### src/rtl/cen_frac_multi_pkg.sv
// Shared constants and helpers for the fractional clock-enable generator.
// Helpers work at a fixed 32-bit width so any accumulator width up to 31 bits fits.
package cen_pkg;

  localparam int CEN_ACC_W_DEFAULT = 24;
  localparam int CEN_FN_W          = 32;

  // Effective numerator: turbo doubles the rate but never beyond one pulse per cycle.
  function automatic logic [CEN_FN_W-1:0] ne_calc(
    input logic [CEN_FN_W-1:0] num,
    input logic [CEN_FN_W-1:0] den,
    input logic                turbo
  );
    logic [CEN_FN_W-1:0] dbl;
    dbl = num << 1;
    if (!turbo) return num;
    return (dbl > den) ? den : dbl;
  endfunction

  function automatic logic param_ok(
    input logic [CEN_FN_W-1:0] num,
    input logic [CEN_FN_W-1:0] den,
    input int                  acc_w
  );
    return (num != '0) && (num <= den) && (acc_w >= 1) && (acc_w <= 31) &&
           (den < (32'd1 << acc_w));
  endfunction

endpackage

### src/rtl/cen_frac_multi_ch.sv
// One fractional-rate accumulator channel: emits a registered one-cycle enable
// each time the accumulator crosses DEN, averaging NUM/DEN pulses per cycle.
module cen_frac_ch
  import cen_pkg::*;
#(
  parameter int               ACC_W = CEN_ACC_W_DEFAULT,
  parameter logic [ACC_W-1:0] NUM   = ACC_W'(1),
  parameter logic [ACC_W-1:0] DEN   = ACC_W'(4)
) (
  input  logic clk_sys,
  input  logic reset,
  input  logic pause,
  input  logic turbo,
  input  logic resync,
  output logic cen
);

  logic [ACC_W-1:0] acc_reg;
  logic [ACC_W-1:0] acc_next;
  logic [ACC_W-1:0] ne;
  logic [ACC_W:0]   sum;
  logic [ACC_W:0]   diff;
  logic             hit;
  logic             cen_reg;

  assign ne       = ACC_W'(ne_calc(CEN_FN_W'(NUM), CEN_FN_W'(DEN), turbo));
  // One extra bit keeps acc + ne exact; since acc < DEN the wrapped value stays < DEN.
  assign sum      = {1'b0, acc_reg} + {1'b0, ne};
  assign hit      = (sum >= {1'b0, DEN});
  assign diff     = sum - {1'b0, DEN};
  assign acc_next = ACC_W'(hit ? diff : sum);

  always_ff @(posedge clk_sys) begin
    if (reset) begin
      acc_reg <= '0;
      cen_reg <= 1'b0;
    end else if (resync) begin
      acc_reg <= '0;
      cen_reg <= 1'b0;
    end else if (pause) begin
      cen_reg <= 1'b0;
    end else begin
      acc_reg <= acc_next;
      cen_reg <= hit;
    end
  end

  assign cen = cen_reg;

endmodule

### src/rtl/cen_frac_multi.sv
// Multi-channel fractional clock-enable generator with turbo, pause and phase resync,
// plus a free-running count of channel-0 pulses.
module cen_frac_multi
  import cen_pkg::*;
#(
  parameter int                      NUM_CH = 4,
  parameter int                      ACC_W  = CEN_ACC_W_DEFAULT,
  parameter logic [NUM_CH*ACC_W-1:0] NUM    = {24'd1, 24'd1, 24'd1, 24'd1},
  parameter logic [NUM_CH*ACC_W-1:0] DEN    = {24'd12, 24'd4, 24'd8, 24'd4}
) (
  input  logic              clk_sys,
  input  logic              reset,
  input  logic              pause,
  input  logic              turbo,
  input  logic              resync,
  output logic [NUM_CH-1:0] cen,
  output logic [15:0]       cen_count
);

  logic [15:0] count_reg;

  genvar gi;
  generate
    for (gi = 0; gi < NUM_CH; gi++) begin : g_ch
      localparam logic [ACC_W-1:0] NUM_I = NUM[gi*ACC_W +: ACC_W];
      localparam logic [ACC_W-1:0] DEN_I = DEN[gi*ACC_W +: ACC_W];

      if (!param_ok(CEN_FN_W'(NUM_I), CEN_FN_W'(DEN_I), ACC_W)) begin : g_bad
        $error("cen_frac_multi: channel %0d needs 0 < NUM <= DEN < 2**ACC_W", gi);
      end

      cen_frac_ch #(
        .ACC_W (ACC_W),
        .NUM   (NUM_I),
        .DEN   (DEN_I)
      ) u_ch (
        .clk_sys (clk_sys),
        .reset   (reset),
        .pause   (pause),
        .turbo   (turbo),
        .resync  (resync),
        .cen     (cen[gi])
      );
    end
  endgenerate

  // count_reg lags cen[0] by one edge; adding the live pulse makes the count
  // include the pulse registered on the same edge.
  always_ff @(posedge clk_sys) begin
    if (reset) begin
      count_reg <= '0;
    end else begin
      count_reg <= count_reg + {15'd0, cen[0]};
    end
  end

  assign cen_count = count_reg + {15'd0, cen[0]};

endmodule

### config.mk
export PLATFORM = sky130hd
export DESIGN_NAME = cen_frac_multi
export DESIGN_NICKNAME = d
export VERILOG_FILES = /design/src/rtl/cen_frac_multi_pkg.sv /design/src/rtl/cen_frac_multi_ch.sv /design/src/rtl/cen_frac_multi.sv
export SDC_FILE = /design/constraint.sdc
export NUM_CORES = 1
export LEC_CHECK = 0
export BUFFER_PORTS_ARGS = -buffer_cell sky130_fd_sc_hd__buf_2
export CAP_MARGIN = 10
export CORE_UTILIZATION = 45
export CTS_BUF_LIST = sky130_fd_sc_hd__clkbuf_16
export CTS_CLUSTER_DIAMETER = 40
export CTS_CLUSTER_SIZE = 12
export DETAILED_ROUTE_END_ITERATION = 12
export GPL_TIMING_DRIVEN = 0
export PLACE_DENSITY = 0.7
export SYNTH_ARGS = -nofsm -noshare
export SYNTH_HDL_FRONTEND = slang
export SYNTH_SLANG_ARGS = --single-unit
### constraint.sdc
create_clock -name clk_sys -period 3.5 [get_ports clk_sys]
set_input_delay 0 -clock clk_sys [delete_from_list [all_inputs] [get_ports clk_sys]]
set_output_delay 0 -clock clk_sys [all_outputs]
set_load 0.02 [all_outputs]
Word level (Yosys, flattened, before mapping). Cells that the tools add are included.

Flip-flop bits (word level): 116. Input bits: 5. Output and inout bits: 20.

Mux-type cells: 5. Order comparisons: 4. Add/subtract/negate cells: 9. Reduce and logical (&&, ||, !) cells: 2.

Operators by type and width (number): 24-bit by 2-bit adder with 25-bit output (4); 24-bit two-way mux (4); 25-bit by 3-bit greater-or-equal comparator with 1-bit output (second input constant) (2); 25-bit by 4-bit greater-or-equal comparator with 1-bit output (second input constant) (2); 24-bit by 3-bit subtractor with 24-bit output (second input constant) (2); 24-bit by 4-bit subtractor with 24-bit output (second input constant) (2); 16-bit by 1-bit adder with 16-bit output (1); 3-bit OR reduction (1); 2-bit two-way mux (1); 2-bit OR reduction (1).

Logic depth before layout (Yosys ltp).
Word-level depth: 4. Gate-level depth with buffers: 17.

Modules after synthesis. From an unflattened synthesis, not the netlist that was laid out.

Cell total of the unflattened synthesis: 1405. Area, all modules: 10825.4 µm².

By module, submodules not included: cen_frac_ch at g_ch[0].u_ch (sequential area each 500.5 µm², instances 1, area an instance 2548.7 µm², cells each 343); cen_frac_ch at g_ch[2].u_ch (sequential area each 500.5 µm², instances 1, area an instance 2492.4 µm², cells each 322); cen_frac_ch at g_ch[1].u_ch (sequential area each 500.5 µm², instances 1, area an instance 2451.1 µm², cells each 309); cen_frac_ch at g_ch[3].u_ch (sequential area each 500.5 µm², instances 1, area an instance 2446.1 µm², cells each 336); cen_frac_multi (sequential area each 320.3 µm², instances 1, area an instance 887.1 µm², cells each 95).

Least setup slack after synthesis. Ideal clock, no wire load.

Path kind: reg-to-reg. From: reg g_ch[0].u_ch.acc_reg[0]. To: reg g_ch[0].u_ch.acc_reg[18]. Setup time: 0.072 ns. Stages on the path, launching flop included: 15. Setup slack: -0.205 ns. Arrival time: 3.634 ns. Path buffers: 2. Path through: dfxtp_1 -> ha_1 -> inv_1 -> fa_1 -> nand4b_1 -> buf_1 -> or4_1 -> nor2_1 -> o21a_1 -> nand3_1 -> or4_4 -> buf_2 -> a31o_2 -> a211oi_2 -> mux2i_1.

Longest elaborated chain between the ends: 3. Elaborated cells on any way between the ends: 4. Classes of those cells: add/sub (2); order compare (1); mux (1).

Ends and longest elaborated chain: from (decl) (line cen_frac_multi_ch.sv:18) `logic [ACC_W-1:0] acc_reg;`; from (signal assigned) (line cen_frac_multi_ch.sv:43) `acc_reg <= acc_next;`; 24-bit by 2-bit adder with 25-bit output * (line cen_frac_multi_ch.sv:28) `assign sum = {1'b0, acc_reg} + {1'b0, ne};`; 24-bit by 3-bit subtractor with 24-bit output or 25-bit by 3-bit greater-or-equal comparator with 1-bit output (tied branches) (line cen_frac_multi_ch.sv:30, cen_frac_multi_ch.sv:29); 24-bit two-way mux * (line cen_frac_multi_ch.sv:31) `assign acc_next = ACC_W'(hit ? diff : sum);`.

Mark *: on every way between the ends. The rest lies on a longest branch, timed or not. A chain may end at the register's enable or synchronous reset.

Worst setup path in the final report. Same ends and word-level chain as after synthesis.

==> metrics.log <==
[metrics] Comb power frac: 0.747
[metrics] Area growth, synth to finish: 24.0%
[metrics] worst setup slack after layout: -0.125 ns
[metrics] IR drop worst, VDD: 672 µV
[metrics] Startpoint Class: register
[metrics] power dissipated by switching net loads: 6.93 mW
[metrics] final cell utilization of the core: 0.576
[metrics] Die Ht: 151 µm
[metrics] Rows: 53
[metrics] met1 Usage GRT: 0.389
[metrics] leading cell type in the layout, fill and taps excluded: nand2_1
[metrics] final setup violation count: 14
[metrics] first-pass GRT wire length: 51.3 mm
[metrics] Detail Route Antenna Nets: 0
[metrics] met3 routing resource usage after global routing: 0.0527
[metrics] share of cells above drive strength 1: 0.208
[metrics] crit-path max FO: 7
[metrics] max FFs per register: 96
[metrics] Final Skew: 0.00960 ns
[metrics] count of flip-flops with a built-in enable after synthesis: 0
[metrics] critical path data required time: 3.87 ns
[metrics] most utilized layer in the global route result: met2
[metrics] mean instance size in the synthesized netlist: 7.40 µm²
[metrics] clock latency on the worst-skew pair: 0.44 ns
[metrics] WP buf/inv: 3
[metrics] kind of cell with the highest combined delay on the critical path: simple AND/OR/NAND/NOR gates
[metrics] total grt overflow: 0
[metrics] Synth top area share: 0.234
[metrics] number of slew-limit violations in the final report: 0
[metrics] via total after detailed routing: 11200
[metrics] Cell Int Power: 7.55 mW
[metrics] synthesized-area fraction occupied by ao, oa, aoi and oai cells: 0.205
[metrics] starting density of the core: 0.465
[metrics] Clk pwr share: 0.116
[metrics] Max Freq: 276 MHz
[metrics] kind of critical path: register to register
[metrics] CTS tree: done
[metrics] CTS HTree Levels: 4
[metrics] detailed-router iteration count before antenna repair: 8
[metrics] cells taking the most area after synthesis: dfxtp_1 (23%), xnor2_1 (5.9%), nand2_1 (4.6%), nor2_1 (4.4%), a21oi_1 (3.9%)
[metrics] DRC marker count from the first detailed-route iteration: 1003
[metrics] CORE AREA: 21400 µm²
[metrics] number of top-level pins: 25
[metrics] Post-Synth Adder-Cell Area: 0.0282
[metrics] simple-gate area share of the yosys netlist: 0.344
[metrics] final routed DRC violation total: 0
[metrics] number of global-route vias before repair: 9852
[metrics] most frequent cells in the layout: nand2_1 (120), dfxtp_1 (111), nor2_1 (110)
[metrics] final HPWL from detailed placement: 22.0 mm
[metrics] Post-Synthesis Cell Area: 9930 µm²
[metrics] register bit count reported by yosys: 116
[metrics] clk buf depth: 2
[metrics] outcome: finished, violations left
[metrics] total track usage: 0.291
[metrics] number of nets in the layout: 1473
[metrics] Syn Inst Count: 1341
[metrics] post-synth cell types: 85
[metrics] worst slack after detailed placement: -1.30 ns
[metrics] final period utilization: 1.04
[metrics] xor and xnor fraction of the mapped netlist area: 0.0829
[metrics] average detailed-routed wire length per instance: 19.5 µm
[metrics] overall die width: 151 µm
[metrics] via density per instance: 6.47
[metrics] type of the tightest min-delay check: primary input to register
[metrics] count of yosys warnings during synthesis: 0
[metrics] root buf cell: clkbuf_16
[metrics] total CTS buffers: 17
[metrics] syn_nets: 1366
[metrics] Flop pwr share: 0.137
[metrics] transition time of the tightest slew-check pin: 1.28 ns
[metrics] MaxCap Viol Count: 0
[metrics] violations in the final reports: negative setup slack
[metrics] clock transition at the registers of the reported paths: 0.06 ns
[metrics] global-route met2 utilization: 0.447
[metrics] relative slew slack: 0.144
[metrics] Yosys top cell by area: dfxtp_1
[metrics] number of sinks driven by the clock tree: 116
[metrics] mux share of post-synthesis cell area: 0.0454
[metrics] shortest period the worst path allows: 3.62 ns
[metrics] master of the slowest instance on the critical path: or4_4
[metrics] maximum number of pins on one net before global-route repair: 17
[metrics] Post-synth ARST share: 0
[metrics] worst-path cell chain: ha_4 > inv_2 > fa_2 > nand4b_1 > buf_6 > or4_4 > nor2_4 > o21a_4 > nand3_4 > or4_4 > buf_6 > a31o_4 > a211oi_2 > mux2i_1
[metrics] sequential cell area fraction in the yosys report: 0.234
[metrics] antenna violations before repair: 0
[metrics] final weighted congestion in routability-driven placement: 0.900
[metrics] arrival time worst endpoint: 4.00 ns
[metrics] Hold Fails Final Rpt: 0
[metrics] slowest cell delay on critical path: 0.60 ns
[metrics] Post-Route WL: 33.9 mm
[metrics] cell area power density: 1180 nW/µm²
[metrics] switching fraction of total power: 0.479
[metrics] number of antenna diodes: 0
[metrics] dominant combinational cell family by area after synthesis: simple AND/OR/NAND/NOR gates
[metrics] setup repair after global routing missed its margin: yes
[metrics] Static Leak: 4.59 nW
[metrics] I/O Buffers: 24
[metrics] Critical Path End Type: register
[metrics] die area: 22700 µm²
[metrics] most used flip-flop cell after synthesis: dfxtp_1
## power groups by stage
stage / logic (mW) / registers [mW] / clock network (mW)
after floorplan: 6.39 / 1.87 / 0
after global placement: 7.88 / 1.94 / 0
after detailed placement: 7.90 / 1.95 / 0
after CTS: 9.33 / 1.94 / 1.69
after global routing: 11.5 / 2.03 / 1.75
final: 10.8 / 1.99 / 1.68
## path summary, 6_finish.rpt
path	to	slack [ns]	startpoint	cells past startpoint
hold reg to reg	g_ch[3].u_ch.acc_reg[21]	0.50	g_ch[3].u_ch.acc_reg[21]	2
hold / removal	g_ch[2].u_ch.acc_reg[0]	0.24	turbo	5
setup reg to reg	g_ch[0].u_ch.acc_reg[18]	-0.12	g_ch[0].u_ch.acc_reg[0]	14
setup / recovery	g_ch[0].u_ch.acc_reg[18]	-0.12	g_ch[0].u_ch.acc_reg[0]	14
## cell type report
| class | instances | area (µm²) |
|---|---|---|
| plain buffers | 98 | 470 |
| clock buffers | 17 | 425 |
| clock inverters | 15 | 134 |
| fillers | 1912 | 9040 |
| inverters | 36 | 139 |
| multi-input cells | 1082 | 7780 |
| flip-flops and latches | 116 | 2330 |
| well taps | 275 | 344 |
| repair buffers | 97 | 683 |
## cells in the mapped netlist, types with 6 or more instances
master and n:
a21o_1 14, a21oi_1 78, ha_1 16, nor2b_1 18, nor4_1 34, o21a_1 7
o2111ai_1 8, mux2i_1 38, or4_1 21, and4_1 21, o211ai_1 11, inv_1 36
buf_2 19, a211o_1 8, o31ai_1 11, dfxtp_1 116, nand4_1 42, buf_1 10
nor3_1 37, xnor2_1 67, a31oi_1 21, o31a_1 6, clkbuf_1 70, and2_1 13
and3_1 25, nand2_1 122, xor2_1 27, nand3_1 62, nor2_1 117, nor3b_1 6
o21ai_0 53, buf_4 7, or3_1 59, a211oi_1 18, or2_2 10
## worst register-to-register path, cell delays in order, from the launching register on
cell,delay [ns]
dfxtp_2,0.34
ha_4,0.14
inv_2,0.04
fa_2,0.34
nand4b_1,0.25
buf_6,0.19
or4_4,0.52
nor2_4,0.12
o21a_4,0.14
nand3_4,0.08
or4_4,0.60
buf_6,0.15
a31o_4,0.21
a211oi_2,0.24
mux2i_1,0.20
## through the flow
stage               power [mW]  setup TNS, ns  cell area [µm²]  instances  hold WS (ns)
floorplan                 8.27        -0.0432             9960       1341         0.174
global placement          9.82         -62.48            10400       1640         0.391
detailed placement        9.85         -60.82            10400       1641         0.386
CTS                       13.0         -0.396            11700       1710         0.236
global route              15.3          -3.25            12300       1736         0.276
finish                    14.5         -0.813            12300       1736         0.243
## kinds of logic (layout without fill, tap and decap cells)
kind of cell | after synthesis | count (layout)
AOI/OAI and AO/OA | 300 | 300
xor gates and xnor gates | 94 | 94
adders and majority gates | 20 | 20
buffers and inverters | 143 | 263
DFF | 116 | 116
muxes | 44 | 44
and+or+nand+nor | 624 | 624
## what timing repair did
item | 4_1_cts | 5_1_grt
pin swaps | 26 | 34
setup endpoints to repair | 88 | 79
hold buffers | 1 | 0
setup buffers | 39 | 32
gates resized for setup | 76 | 93
hold endpoints to repair | 2 | 0
## layer usage
layer | wire, µm | vias to the layer above
met3 | 3240 | 124
met1 | 14100 | 5320
li1 | - | 5186
met2 | 15200 | 602
met5 | 0 | -
met4 | 1280 | 0
(Power assumes the default switching activity.)
